File: config.mk
export PLATFORM = sky130hd
export DESIGN_NAME = write_bpm_test_link_flat
export DESIGN_NICKNAME = d
export VERILOG_FILES = /design/src/rtl/write_bpm_test_link_if.sv /design/src/rtl/write_bpm_test_link.sv /design/src/flat_wrapper.sv
export SDC_FILE = /design/constraint.sdc
export NUM_CORES = 1
export LEC_CHECK = 0
export ABC_AREA = 1
export CORE_MARGIN = 2
export CORE_UTILIZATION = 52
export CTS_CLUSTER_SIZE = 24
export DETAILED_ROUTE_END_ITERATION = 10
export GPL_TIMING_DRIVEN = 0
export HOLD_SLACK_MARGIN = 0.06
export PLACE_DENSITY = 0.75
export SLEW_MARGIN = 20
export SYNTH_ARGS = -nofsm -noshare
export SYNTH_HDL_FRONTEND = slang
export SYNTH_SLANG_ARGS = --single-unit
File: constraint.sdc
create_clock -name auroraUserClk -period 1.8 [get_ports auroraUserClk]
set_input_delay 0.27 -clock auroraUserClk [delete_from_list [all_inputs] [get_ports auroraUserClk]]
set_output_delay 0.27 -clock auroraUserClk [all_outputs]
set_load 0.05 [all_outputs]
File: src/rtl/write_bpm_test_link_if.sv
// rtl/write_bpm_test_link_if.sv - AXI4-Stream TX bundle for the BPM test link
interface write_bpm_test_link_if;
  logic [31:0] tdata;
  logic        tvalid;
  logic        tlast;
  logic        tready;

  modport master (output tdata, output tvalid, output tlast, input tready);
  modport slave  (input tdata, input tvalid, input tlast, output tready);
endinterface

File: src/rtl/write_bpm_test_link.sv
// rtl/write_bpm_test_link.sv - FA-strobed BPM test packet generator on an Aurora TX stream
// Optional WRITE_BPM_TEST_LINK_LFSR_EN: X word from a 32-bit Galois LFSR instead of the sample ramp.
module write_bpm_test_link #(
  parameter int          BPM_COUNT = 2,
  parameter logic [15:0] MAGIC     = 16'hA5BE
) (
  input  logic                         auroraUserClk,
  input  logic                         auroraReset,
  input  logic                         auroraFAstrobe,
  input  logic                         auroraChannelUp,
  write_bpm_test_link_if.master        BPM_TEST_AXI_STREAM_TX
);

  typedef enum logic {IDLE, SEND} state_t;

  localparam logic [9:0] LAST_BPM = 10'(BPM_COUNT - 1);

  state_t      state_q, state_d;
  logic [9:0]  bpm_index_q, bpm_index_d;
  logic [1:0]  word_index_q, word_index_d;
  logic [31:0] sample_count_q, sample_count_d;
  logic [31:0] x_word;
  logic [31:0] word_data;

`ifdef WRITE_BPM_TEST_LINK_LFSR_EN
  logic [31:0] lfsr_q, lfsr_d;
  logic [31:0] lfsr_next;

  // Right-shifting Galois form of x^32+x^22+x^2+x+1
  assign lfsr_next = {1'b0, lfsr_q[31:1]} ^ (lfsr_q[0] ? 32'h8020_0003 : 32'h0);
  assign x_word    = lfsr_q;
`else
  assign x_word    = sample_count_q;
`endif

  always_ff @(posedge auroraUserClk) begin
    if (auroraReset) begin
      state_q        <= IDLE;
      bpm_index_q    <= '0;
      word_index_q   <= '0;
      sample_count_q <= '0;
`ifdef WRITE_BPM_TEST_LINK_LFSR_EN
      lfsr_q         <= 32'h1;
`endif
    end else begin
      state_q        <= state_d;
      bpm_index_q    <= bpm_index_d;
      word_index_q   <= word_index_d;
      sample_count_q <= sample_count_d;
`ifdef WRITE_BPM_TEST_LINK_LFSR_EN
      lfsr_q         <= lfsr_d;
`endif
    end
  end

  always_comb begin
    state_d        = state_q;
    bpm_index_d    = bpm_index_q;
    word_index_d   = word_index_q;
    sample_count_d = sample_count_q;
`ifdef WRITE_BPM_TEST_LINK_LFSR_EN
    lfsr_d         = lfsr_q;
`endif
    case (state_q)
      IDLE: begin
        if (auroraFAstrobe && auroraChannelUp) begin
          state_d      = SEND;
          bpm_index_d  = '0;
          word_index_d = '0;
        end
      end
      SEND: begin
        // A completed or aborted burst both retire the current sample number
        if (!auroraChannelUp ||
            (BPM_TEST_AXI_STREAM_TX.tready && word_index_q == 2'd3 && bpm_index_q == LAST_BPM)) begin
          state_d        = IDLE;
          bpm_index_d    = '0;
          word_index_d   = '0;
          sample_count_d = sample_count_q + 32'd1;
`ifdef WRITE_BPM_TEST_LINK_LFSR_EN
          lfsr_d         = lfsr_next;
`endif
        end else if (BPM_TEST_AXI_STREAM_TX.tready) begin
          word_index_d = word_index_q + 2'd1;
          if (word_index_q == 2'd3) begin
            bpm_index_d = bpm_index_q + 10'd1;
          end
        end
      end
      default: state_d = IDLE;
    endcase
  end

  always_comb begin
    word_data = '0;
    case (word_index_q)
      2'd0: word_data = {MAGIC, 6'b0, bpm_index_q};
      2'd1: word_data = x_word;
      2'd2: word_data = ~x_word;
      2'd3: word_data = {bpm_index_q, sample_count_q[21:0]};
      default: word_data = '0;
    endcase
  end

  assign BPM_TEST_AXI_STREAM_TX.tvalid = (state_q == SEND);
  assign BPM_TEST_AXI_STREAM_TX.tdata  = (state_q == SEND) ? word_data : 32'h0;
  assign BPM_TEST_AXI_STREAM_TX.tlast  = (state_q == SEND) && (word_index_q == 2'd3);

endmodule

File: src/flat_wrapper.sv
// flat-port wrapper written by rule: the top's interface ports become plain ports
module write_bpm_test_link_flat 
#(
  parameter int          BPM_COUNT = 2,
  parameter logic [15:0] MAGIC     = 16'hA5BE
)
  (auroraUserClk, auroraReset, auroraFAstrobe, auroraChannelUp, BPM_TEST_AXI_STREAM_TX_tdata, BPM_TEST_AXI_STREAM_TX_tvalid, BPM_TEST_AXI_STREAM_TX_tlast, BPM_TEST_AXI_STREAM_TX_tready);
  write_bpm_test_link_if BPM_TEST_AXI_STREAM_TX_i ();
  input  logic auroraUserClk;
  input  logic auroraReset;
  input  logic auroraFAstrobe;
  input  logic auroraChannelUp;
  output wire logic [$bits(BPM_TEST_AXI_STREAM_TX_i.tdata)-1:0] BPM_TEST_AXI_STREAM_TX_tdata;
  output wire logic [$bits(BPM_TEST_AXI_STREAM_TX_i.tvalid)-1:0] BPM_TEST_AXI_STREAM_TX_tvalid;
  output wire logic [$bits(BPM_TEST_AXI_STREAM_TX_i.tlast)-1:0] BPM_TEST_AXI_STREAM_TX_tlast;
  input wire logic [$bits(BPM_TEST_AXI_STREAM_TX_i.tready)-1:0] BPM_TEST_AXI_STREAM_TX_tready;
  assign BPM_TEST_AXI_STREAM_TX_tdata = BPM_TEST_AXI_STREAM_TX_i.tdata;
  assign BPM_TEST_AXI_STREAM_TX_tvalid = BPM_TEST_AXI_STREAM_TX_i.tvalid;
  assign BPM_TEST_AXI_STREAM_TX_tlast = BPM_TEST_AXI_STREAM_TX_i.tlast;
  assign BPM_TEST_AXI_STREAM_TX_i.tready = BPM_TEST_AXI_STREAM_TX_tready;
  write_bpm_test_link #(.BPM_COUNT(BPM_COUNT), .MAGIC(MAGIC)) u_core (.auroraUserClk(auroraUserClk), .auroraReset(auroraReset), .auroraFAstrobe(auroraFAstrobe), .auroraChannelUp(auroraChannelUp), .BPM_TEST_AXI_STREAM_TX(BPM_TEST_AXI_STREAM_TX_i));
endmodule
==> impl_results.md, run 1 <==
* Post-layout min period at 2.064 ns
* PD cells at 410.5 nW/µm²
* Worst relative slew slack at 55.60%
* Vias per cell at 6.595
* Status: complete, but fails checks
* First-pass GRT wire length at 22.03 mm
* Hpwl dp at 9.187 mm
* Reg2reg start: u_core.word_index_q[0]
* Die width at 85.79 µm
* CP dominant cell by count: clkbuf_16
* Main synth FF type: dfxtp_1
* #FFs+latches synth at 45
* WL met2 at 7.681 mm
* First-pass DRT Iterations at 9
* Req. time, crit path at 1.53 ns
* Wire per inst at 22.35 µm
* Clock root cell: clkbuf_8
* Largest net degree at the start of global routing at 14
* R2R setup slack at -0.16 ns
* FF-to-FF End: u_core.bpm_index_q[8]
* Vias at 4,953
* Sequential cell area at 923.4 µm²
* Syn avg cell area at 5.788 µm²
* DRT iter0 DRCs at 694
* H-Tree Level Count at 2
* CP top delay family: buffers and inverters
* ANT nets after route at 0
* Synth Warn # at 0
* Yosys cell types at 31
* Post-synth EDFFs at 0
* RSZ-0062 raised after global routing: true
* Share of layout cells above drive strength 1 at 38.13%
* Routed WL at 16.79 mm
* Peak supply drop at 0.4095 mV
* Hold_buf cts at 0
* CTS Buffer Depth at 2
* Top post-synthesis cells by area: dfxtp_1 26%, nand2_1 21%, nor2_1 9.0%, a21oi_1 8.8%, inv_1 6.4%
* Worst Hold Path EP: u_core.bpm_index_q[3]
* Hold depth at 2
* Critical hold path startpoint: u_core.bpm_index_q[3]
* Routability Congestion at 0.9996
* WP buf/inv at 5
* ANT cells at 0
* Seq/Total Area, Yosys at 25.90%
* Cts bufs inserted at 5
* Final Hold Fails at 0
* FMAX at 484.5 MHz
* Critical Path AT at 1.79 ns
* Power, Total at 2.358 mW
* R2R cell count at 11
* Synthesized area at 3478 µm²
* Io pins at 39
* Synth Net Count at 613
* Crit Path Class: reg2out
* Lkg Pwr at 2.021 nW
* Slowest cell on crit path: dfxtp_4
* Async SR Flop Fraction at 0%
* Multi-input logic area at 3248 µm²
* Crit share post-route at 114.7%
* Post-route worst setup slack at -0.2639 ns
* GRT overflow at 0
* Failing checks: design-rule violations, negative setup slack
* Clock tree from TritonCTS: built
* Die H at 85.79 µm
* End-of-flow core utilization at 89.46%
* Met3 WL at 1.911 mm
* Worst-margin pin slew at 0.6660 ns
* Crit-path cells: inv_6, ha_4, clkbuf_16, inv_8, clkbuf_16, o32ai_4, buf_6
* Final Skew at 0.008763 ns
* CP max stage delay at 0.39 ns
* Initial Util at 54.16%
* Clk_lat worst skew at 0.31 ns
* Nets at 685
* CP Capture Type: output pin
* Critical Path Fanout Max at 5
* Die ar. at 7359 µm²
* Number of remaining DRC errors at 3
* PortBufs at 38
* M1 WL at 6.015 mm
* Clock sinks at 45
* Row count at 29
* Vias in the first global route at 4,331
* Initial antenna violation count at 0
* Endpoints failing setup at 66
* FILL cells at 306
* Final Max Slew Viols at 0
* CP startpoint kind: flip-flop
* Core area at 6422 µm²
* Area grow syn2layout at 65.18%
* Top cell type's share of synthesized area at 25.90%
* Area leader, netlist: dfxtp_1
* Top Metal Used: met4
* Class of the worst hold path: reg2reg
* # Max-Cap Violations at 0
* Tot GR Track Use at 38.44%
* Worst-path clk slew at 0.09 ns
* Post-Synthesis Cells at 601
[logic make-up after synthesis]
kind of cell | synth area share [%]
buffers and inverters | 10.18
AOI/OAI and AO/OA | 17.66
and+or+nand+nor | 41.22
adders and majority gates | 2.518
DFF | 25.90
xor gates and xnor gates | 2.518
[repair_timing]
| action | CTS | global route |
|---|---|---|
| resized for setup | 369 | 122 |
| cloned | 5 | 2 |
| pin swaps | 25 | 36 |
| buffers inserted | 14 | 11 |
| setup endpoints to repair | 71 | 74 |
[registers in the layout, summed over array words and instances (netlist names)]
| name | cells |
|---|---|
| u_core.BPM_TEST_AXI_STREAM_TX.tvalid | 1 |
| u_core.bpm_index_q | 10 |
| u_core.sample_count_q | 32 |
| u_core.word_index_q | 2 |
[where the power goes]
part,switching [mW],internal (mW),total (mW)
Combinational,0.367,0.232,0.599
Sequential,0.0147,1.00,1.02
Clock,0.396,0.349,0.744
Total,0.777,1.58,2.36
[layout by cell type (no fill, tap or decap), types with 10 or more instances in the layout]
master / instances
a21oi_4: 19
nand2_1: 167
buf_4: 16
a21oi_1: 20
nand3_1: 27
a21oi_2: 23
o21ai_1: 10
nand2_4: 19
nor3_1: 14
buf_6: 38
inv_1: 49
dfxtp_1: 33
nand2_2: 10
nor2_1: 62
nor2_4: 18
o21ai_2: 10
[per-layer routing]
metal	up-vias	track usage (%)
met5	-	0
met4	0	17.46
met3	147	6.256
met2	451	61.51
met1	2268	50.86
li1	2087	-
[worst max-delay path by stage]
stage,to,cells past startpoint,slack [ns],startpoint
floorplan,BPM_TEST_AXI_STREAM_TX_tdata[22],6,-0.08,u_core.BPM_TEST_AXI_STREAM_TX.tvalid
global placement,BPM_TEST_AXI_STREAM_TX_tdata[8],8,-0.93,u_core.word_index_q[1]
detailed placement,BPM_TEST_AXI_STREAM_TX_tdata[7],8,-0.98,u_core.word_index_q[1]
CTS,BPM_TEST_AXI_STREAM_TX_tdata[7],8,-0.22,u_core.word_index_q[0]
global route,BPM_TEST_AXI_STREAM_TX_tdata[4],7,-0.37,u_core.word_index_q[0]
finish,BPM_TEST_AXI_STREAM_TX_tdata[4],7,-0.26,u_core.word_index_q[0]
[worst reg2reg max path, delay by kind of cell (launching register included)]
family / cells / cell delay, ns
buffers and inverters: 2 / 0.29
AO/OA/AOI/OAI: 2 / 0.41
AND/OR/NAND/NOR: 6 / 0.55
adder cells (fa/ha/maj): 1 / 0.24
flip-flops: 1 / 0.42
[synth_stat cells (all sizes together), types with 7 or more instances]
master,number
a21oi,62
buf,13
clkbuf,10
dfxtp,45
ha,7
inv,63
nand2,199
nand3,30
nor2,89
nor3,17
o21ai,29
o32ai,9
xor2,9
[area by class of cell]
cell class | count | share of cell area, %
buffer | 21 | 5.118
inverter | 63 | 4.617
multi-input combinational | 470 | 56.53
timing repair buffer | 67 | 14.22
clock inverter | 1 | 0.08711
sequential | 45 | 16.07
tap | 77 | 1.677
clock buffer | 7 | 1.677
[stage by stage]
stage	std cells	setup slack [ns]	instance area, µm²	hold WS [ns]	TNS (ns)
CTS	743	-0.2239	5199	0.5132	-5.300
floorplan	601	-0.08150	3891	0.4644	-0.5657
detailed placement	716	-0.9818	4368	0.4964	-28.81
global route	751	-0.3695	5746	0.5366	-11.60
finish	751	-0.2639	5746	0.5158	-8.779
global placement	716	-0.9310	4368	0.4845	-26.87
Note: power is estimated with default switching activity, not from simulation.
==> run 2: changes to the inputs <==
--- a/config.mk
+++ b/config.mk
@@ -6,6 +6,7 @@
 export NUM_CORES = 1
 export LEC_CHECK = 0
 export ABC_AREA = 1
+export CAP_MARGIN = 20
 export CORE_MARGIN = 2
 export CORE_UTILIZATION = 52
 export CTS_CLUSTER_SIZE = 24
==> results of run 2 <==
Final layout, timing and power as in run 1 (identical DEF).
==> run 3: changes to the inputs <==
==> constraint.sdc (replaced) <==
create_clock -name auroraUserClk -period 1.9 [get_ports auroraUserClk]
set_input_delay 0.285 -clock auroraUserClk [delete_from_list [all_inputs] [get_ports auroraUserClk]]
set_output_delay 0.285 -clock auroraUserClk [all_outputs]
set_load 0.05 [all_outputs]
==> impl_results.md, run 3 (synthesis results as in run 1) <==
* Status: complete, but fails checks
* Failing checks: design-rule violations, negative setup slack
* Commonest non-fill, non-tap cell in the layout: nand2_1
* Nets at 674 (-1.6%)
* Worst-path clk slew at 0.09 ns (about the same)
* Lkg Pwr at 1.720 nW (-15%)
* Row count at 29 (unchanged)
* First-pass DRT Iterations at 8 (-1)
* Die width at 85.79 µm (unchanged)
* Critical Path Fanout Max at 5 (unchanged)
* PortBufs at 38 (unchanged)
* CP startpoint kind: flip-flop
* End-of-flow core utilization at 76.68% (-13 points)
* Top flop regs: u_core.sample_count_q (32), u_core.bpm_index_q (10), u_core.word_index_q (2)
* Hold_buf cts at 0 (unchanged)
* Final Skew at 0.01178 ns (+0.003021 ns)
* ANT cells at 0 (unchanged)
* FILL cells at 506 (+65%)
* Crit-path cells: inv_6, ha_4, buf_8, clkinvlp_4, clkbuf_16, o32ai_4, buf_6
* Final Max Slew Viols at 0 (unchanged)
* Post-layout min period at 2.072 ns
* Post-route worst setup slack at -0.1723 ns (+0.09159 ns)
* GRT overflow at 0 (unchanged)
* Cts bufs inserted at 5 (unchanged)
* Clock tree from TritonCTS: built
* Min Hold Slack at 0.5237 ns (+0.007900 ns)
* Final Hold Fails at 0 (unchanged)
* Initial antenna violation count at 0 (unchanged)
* PD cells at 407.9 nW/µm² (-0.63%)
* CP max stage delay at 0.37 ns (-0.02 ns)
* Hpwl dp at 9.211 mm (+0.26%)
* Routability Congestion at 0.9555 (-4.4%)
* CP Capture Type: output pin
* Core area at 6422 µm² (unchanged)
* Tot GR Track Use at 35.02% (-3.4 points)
* Peak supply drop at 0.3200 mV (-22%)
* Vias in the first global route at 3,951 (-8.8%)
* Worst-margin pin slew at 0.7021 ns (+0.03608 ns)
* Die ar. at 7359 µm² (unchanged)
* Clock root cell: clkbuf_8
* Commonest non-fill, non-tap cells in the layout: 187 x nand2_1, 71 x nor2_1, 53 x inv_1
* Io pins at 39 (unchanged)
* Area grow syn2layout at 41.58%
* Share of layout cells above drive strength 1 at 24.89% (-13 points)
* ANT nets after route at 0 (unchanged)
* First-pass GRT wire length at 20.02 mm (-9.1%)
* Crit Path Class: reg2out
* Clk_lat worst skew at 0.30 ns (about the same)
* DRT iter0 DRCs at 398 (-43%)
* CTS Buffer Depth at 2 (unchanged)
* Number of remaining DRC errors at 3 (unchanged)
* Slowest cell on crit path: dfxtp_4
* Worst relative slew slack at 53.19% (-2.4 points)
* Die H at 85.79 µm (unchanged)
* Class of the worst hold path: reg2reg
* Sequential cell area at 912.1 µm² (-1.2%)
* Post-placement setup slack at -0.9716 ns (+0.01014 ns)
* Largest net degree at the start of global routing at 13 (-1)
* H-Tree Level Count at 2 (unchanged)
* Clock sinks at 45 (unchanged)
* Endpoints failing setup at 36 (-45%)
* Req. time, crit path at 1.62 ns (+0.09 ns)
* Vias at 4,365 (-12%)
* Routed WL at 12.89 mm (-23%)
* Wire per inst at 17.42 µm (-22%)
* # Max-Cap Violations at 0 (unchanged)
* Top reg by flops: u_core.sample_count_q
* Power, Total at 2.009 mW (-15%)
* Largest register FFs at 32 (unchanged)
* Multi-input logic area at 2746 µm² (-15%)
* Critical Path AT at 1.79 ns (about the same)
* FMAX at 482.6 MHz
* RSZ-0062 raised after global routing: true
* Crit share post-route at 109.1%
* Initial Util at 54.16% (unchanged)
* Vias per cell at 5.899 (-11%)
* Setup TNS at -2.565 ns (+6.214 ns)
run 3: what timing repair did:
action                                  4_1_cts  5_1_grt
pin swaps                                    11       12
setup buffers                                 9        6
gates cloned                                  2        0
resized for setup                           291       61
endpoints found under the setup margin       33       77
run 3: through the flow:
stage / instances / instance area, µm²
floorplan: 601 / 3819
global placement: 716 / 4295
detailed placement: 716 / 4295
CTS: 735 / 4696
global route: 740 / 4925
finish: 740 / 4925
run 3: layout make-up:
cell class | count | area share, %
Clock buffer | 8 | 1.626
Inverter | 63 | 5.081
Sequential cell | 45 | 18.52
Buffer | 23 | 5.259
Timing Repair Buffer | 54 | 11.79
Tap cell | 77 | 1.956
Multi-Input combinational cell | 470 | 55.77
run 3: critical path: cells and delay by family, from the launching register on:
| family | cells | cell delay [ns] |
|---|---|---|
| buffers and inverters | 5 | 0.70 |
| DFF | 1 | 0.37 |
| AOI/OAI and AO/OA | 1 | 0.26 |
| adders and majority gates | 1 | 0.14 |
run 3: final timing paths:
| path | from | endpoint | slack (ns) | cells after the start |
|---|---|---|---|---|
| max | u_core.word_index_q[0] | BPM_TEST_AXI_STREAM_TX_tdata[6] | -0.17 | 7 |
| min | u_core.bpm_index_q[3] | u_core.bpm_index_q[3] | 0.52 | 2 |
| max reg2reg | u_core.word_index_q[0] | u_core.bpm_index_q[4] | -0.08 | 13 |
| min reg2reg | u_core.bpm_index_q[3] | u_core.bpm_index_q[3] | 0.52 | 2 |
run 3: layer usage:
metal	track usage, %	part of all wire (%)	wire length [µm]
met1	46.68	40	5186
met2	56.53	46	5928
met3	6.064	10	1292
met4	13.56	3.7	483
met5	0	0	0
run 3: where the power goes:
group	internal (mW)	switching (mW)
sequential	0.947	0.0110
clock	0.262	0.333
combinational	0.174	0.281
total	1.38	0.625
